**config.mk**
```make
export PLATFORM = sky130hd
export DESIGN_NAME = rr_mux_nto1
export DESIGN_NICKNAME = d
export VERILOG_FILES = /design/src/rtl/rr_mux_nto1.sv
export SDC_FILE = /design/constraint.sdc
export NUM_CORES = 1
export LEC_CHECK = 0
export CORE_AREA = 2 2 42 44
export CTS_BUF_LIST = sky130_fd_sc_hd__clkbuf_8
export DETAILED_ROUTE_END_ITERATION = 10
export DIE_AREA = 0 0 44 46
export MAX_ROUTING_LAYER = met4
export PLACE_DENSITY_LB_ADDON = 0.08
export RECOVER_POWER = 50
export SLEW_MARGIN = 40
export SYNTH_ARGS = -nofsm -noshare
export SYNTH_HDL_FRONTEND = slang
export SYNTH_SLANG_ARGS = --single-unit
```
**constraint.sdc**
```tcl
create_clock -name clk -period 1.3 [get_ports clk]
set_input_delay 0.26 -clock clk [delete_from_list [all_inputs] [get_ports clk]]
set_output_delay 0.26 -clock clk [all_outputs]
set_load 0.005 [all_outputs]
```
**src/rtl/rr_mux_nto1.sv**
```systemverilog
// rr_mux_nto1: N-to-1 round-robin stream mux with registered output; optional RR_MUX_PACKET_LOCK_EN holds the grant until a packet's last beat
module rr_mux_nto1 #(
  parameter int WIDTH = 3,
  parameter int N = 4,
  localparam int SEL_W = $clog2(N)
) (
  input  logic                 clk,
  input  logic                 rst,
  input  logic [N-1:0]         in_valid,
  output logic [N-1:0]         in_ready,
  input  logic [N*WIDTH-1:0]   in_data,
`ifdef RR_MUX_PACKET_LOCK_EN
  input  logic [N-1:0]         in_last,
  output logic                 out_last,
`endif
  output logic                 out_valid,
  input  logic                 out_ready,
  output logic [WIDTH-1:0]     out_data,
  output logic [SEL_W-1:0]     out_sel
);
  logic [SEL_W-1:0] r_ptr, r_sel, w_gnt, w_idx, w_nptr;
  logic [WIDTH-1:0] r_data;
  logic             r_valid, w_found, w_load, w_xfer, w_last;
`ifdef RR_MUX_PACKET_LOCK_EN
  logic             r_lock, r_last;
  logic [SEL_W-1:0] r_lock_ch;
  assign w_last   = in_last[w_gnt];
  assign out_last = r_last;
`else
  assign w_last = 1'b1;
`endif
  // first valid channel at or after the pointer wins; an open packet pins the grant
  always_comb begin
    w_found = 1'b0;
    w_gnt   = '0;
    w_idx   = '0;
    for (int i = 0; i < N; i++) begin
      w_idx = SEL_W'((int'(r_ptr) + i) % N);
      if (!w_found && in_valid[w_idx]) begin
        w_found = 1'b1;
        w_gnt   = w_idx;
      end
    end
`ifdef RR_MUX_PACKET_LOCK_EN
    if (r_lock) begin
      w_found = in_valid[r_lock_ch];
      w_gnt   = r_lock_ch;
    end
`endif
  end
  assign w_load    = !r_valid || out_ready;
  assign w_xfer    = !rst && w_found && w_load;
  assign in_ready  = w_xfer ? N'(1) << w_gnt : '0;
  assign w_nptr    = (w_gnt == SEL_W'(N - 1)) ? '0 : w_gnt + 1'b1;
  assign out_valid = r_valid;
  assign out_data  = r_data;
  assign out_sel   = r_sel;
  // output register and pointer advance on each accepted beat; drain clears valid
  always_ff @(posedge clk) begin
    if (rst) begin
      r_valid <= 1'b0;
      r_data  <= '0;
      r_sel   <= '0;
      r_ptr   <= '0;
`ifdef RR_MUX_PACKET_LOCK_EN
      r_lock    <= 1'b0;
      r_last    <= 1'b0;
      r_lock_ch <= '0;
`endif
    end else if (w_xfer) begin
      r_valid <= 1'b1;
      r_data  <= in_data[int'(w_gnt)*WIDTH +: WIDTH];
      r_sel   <= w_gnt;
      if (w_last) r_ptr <= w_nptr;
`ifdef RR_MUX_PACKET_LOCK_EN
      r_lock    <= !w_last;
      r_last    <= w_last;
      r_lock_ch <= w_gnt;
`endif
    end else if (out_ready) begin
      r_valid <= 1'b0;
    end
  end
endmodule

```
==> results by group <==
Placed design
  • HPWL Detailed: 1160 µm
  • Number of instances in the placed design: 117
  • I/O Buffers: 28
  • Placer's final routability congestion estimate: 0.714

CTS
  • Worst-path clk slew: 40 ps
  • CTS root buffer: clkbuf_8
  • Maximum level of the CTS H-tree: 1
  • Clock tree from TritonCTS: built
  • Number of buffers inserted by hold repair at cts: 0
  • Number of buffers added by the clock tree synthesis step: 3
  • CTS max path bufs: 2
  • Worst skew pair latency: 220 ps
  • Clock tree sinks: 8

Final layout
  • Area growth, synth to finish: 139%
  • Antenna cells: 0
  • Count of non-filler cells in the finished layout: 133
  • Fill count: 105
  • Layout cells sized above 1: 0.612
  • # nets final: 138

Yosys
  • Ys flop type: dfxtp_1
  • Post-synthesis share of cell area spent on and, or, nand and nor gates: 0.378
  • Ys Warns: 0
  • Dominant combinational cell family by area after synthesis: simple AND/OR/NAND/NOR gates
  • Netlist Area Pre-Place: 527 µm²
  • Area share of the largest cell type after synthesis: 0.304
  • Number of nets in the synthesized netlist: 82
  • Count of flip-flops with a built-in enable after synthesis: 0
  • Synthesized netlist cell count: 62
  • Proportion of synthesized area in mux cells: 0.114
  • Complex-gate fraction of the synthesized area: 0.152
  • Sequential element share of the synthesized area: 0.304
  • Most frequent cells after synthesis: 8 x dfxtp_1, 6 x mux2i_1, 6 x nor2_1
  • Most repeated cell in the gate-level netlist after synthesis: dfxtp_1
  • Number of register bits inferred by synthesis: 8
  • Fraction of synthesized cell area in xor and xnor cells: 0
  • Number of library cell types mapped by synthesis: 25
  • Fraction of registers with async set/reset: 0
  • Biggest area consumer among synthesized cells: dfxtp_1
  • Adder-cell share of the synthesized area: 0.0238
  • Main area contributors after synthesis: dfxtp_1 30%, mux2i_1 11%, nand3b_1 5.7%
  • Mean area per synthesized cell: 8.50 µm²

Setup path
  • Kind of capture point of the worst setup path: output pin
  • Data arrival time of the critical path: 1540 ps
  • Required time of the critical path: 1040 ps
  • Worst Setup Path Type: primary input to output pin
  • Worst-path maximum fanout: 4
  • Crit path launch type: primary input

Power
  • Power Total: 1430 µW
  • Cell area power density: 1130 nW/µm²
  • Leak Pwr: 0.000545 µW
  • Worst vdd rail ir drop: 0.905 mV

Timing
  • Final-report setup violation count: 10
  • Worst slew margin relative to its limit: 0.770
  • Final critical-path setup slack: -497 ps
  • Hold Violations, Final: 0
  • Pins over their slew limit: 0
  • Unrepaired setup endpoints after global routing: true
  • Tcrit/Tclk final: 1.38
  • Fmax: 557 MHz
  • Time the worst path needs with I/O delays and setup: 1800 ps
  • Max Clock Skew: 0.373 ps
  • Transition time at the pin with the least slew margin: 343 ps

Routing
  • Highest routing layer actually used: met4
  • Antenna Nets Post-Route: 0
  • Met3 Routed Length: 81 µm
  • Iteration-0 DRC count of the detailed router: 3
  • DRC Markers: 0
  • Total routed wirelength: 1810 µm
  • Vias/cell: 4.96
  • Total routed wire length on the met1 layer: 747 µm
  • Count of TritonRoute iterations in the first routing pass: 4
  • Met2 wire length: 976 µm
  • Mean routed wirelength per cell: 13.6 µm
  • Total number of vias: 660

Worst hold path
  • Path type of the worst min-delay path: flop to flop

Floorplanning
  • Row count: 15
  • Die span in y: 46 µm
  • IO Pins: 29
  • Core box area: 1610 µm²
  • Initial core utilization: 0.326
  • Total die area: 2020 µm²
  • Die extent in x: 44 µm

Global routing
  • Initial antenna violation count: 0
  • GRT Total Usage: 0.197
  • Overflow left after global routing: 0
  • Maximum number of pins on one net before global-route repair: 7
  • Number of global-route vias before repair: 634
  • Wire length of the first global-routing pass: 2800 µm

Outcome
  • Violated checks: setup timing
  • Run status: finished with violations

Job
  • Number of max-cap violations: 0
==> critical path, stage by stage <==
cell and delay [ps]:
clkdlybuf4s15_2 250, or2b_2 330, a21boi_4 180, buf_6 130, nor3_4 40, ha_4 160
inv_4 50, nor2_2 30, buf_2 110
==> per-layer routing <==
layer / global-route usage / vias up
met1: 0.230 / 310
met2: 0.335 / 15
met3: 0.0159 / 2
met4: 0.109 / 0
li1: - / 333
met5: - / -
==> cell families after synthesis <==
family | count (synthesis)
and+or+nand+nor | 32
AOI/OAI and AO/OA | 11
DFF | 8
muxes | 6
buffers and inverters | 4
adders and majority gates | 1
==> final cells by class <==
type | count | area [µm²] | area share
inverter | 2 | 10.0 | 0.00794
sequential | 8 | 168 | 0.133
multi-input combinational | 50 | 567 | 0.449
clock buffer | 3 | 41.3 | 0.0327
timing repair buffer | 53 | 454 | 0.360
tap | 17 | 21.3 | 0.0169
==> flip-flops by register name, indices dropped and copies added (netlist names) <==
name	cells
out_data	3
out_valid	1
out_sel	2
r_ptr	2
==> worst paths after layout <==
| check | start | end | slack (ps) | cells past startpoint |
|---|---|---|---|---|
| worst max-delay path | in_valid[0] | in_ready[3] | -500 | 9 |
| worst max register to register | r_ptr[0] | r_ptr[0] | -430 | 9 |
| worst min-delay path | out_sel[1] | out_sel[1] | 480 | 2 |
| worst min register to register | out_sel[1] | out_sel[1] | 480 | 2 |
==> stage by stage <==
step | TNS [ps] | utilization | hold WS, ps | setup WS (ps) | instance area (µm²)
detailed placement | -9330 | 0.612 | 464 | -1120 | 988
floorplan | -612 | - | 460 | -176 | 604
CTS | -3090 | 0.701 | 472 | -466 | 1130
finish | -3710 | 0.781 | 478 | -497 | 1260
global placement | -9330 | 0.612 | 459 | -1110 | 988
global route | -4330 | 0.781 | 506 | -566 | 1260
==> where the power goes <==
part	internal [µW]	leakage, µW	switching, µW
combinational	483	0.000456	317
clock	200	0.0000216	89.8
sequential	301	0.0000679	38.0
total	984	0.000545	445
==> placed cells by master, fill, tap and decap left out, drive strengths merged <==
| master | instances |
|---|---|
| a21oi | 4 |
| or3 | 2 |
| nor2b | 3 |
| nor4 | 1 |
| inv | 2 |
| nor3b | 1 |
| o31a | 1 |
| clkdlybuf4s50 | 12 |
| mux2i | 6 |
| nor2 | 6 |
| a22oi | 1 |
| or2b | 3 |
| nand2 | 3 |
| buf | 32 |
| nand2b | 4 |
| ha | 1 |
| clkbuf | 3 |
| nor3 | 3 |
| a21boi | 1 |
| o21ai | 1 |
| dfxtp | 8 |
| clkdlybuf4s15 | 1 |
| o221ai | 3 |
| nand3b | 4 |
| and2 | 2 |
| dlygate4sd2 | 8 |
==> what timing repair did <==
item,4_1_cts,5_1_grt
gates resized for setup,49,29
endpoints found under the hold margin,0,0
setup endpoints to repair,18,11
cloned,0,0
setup buffers,9,5
pin swaps,12,7
Note: power is estimated with default switching activity, not from simulation.
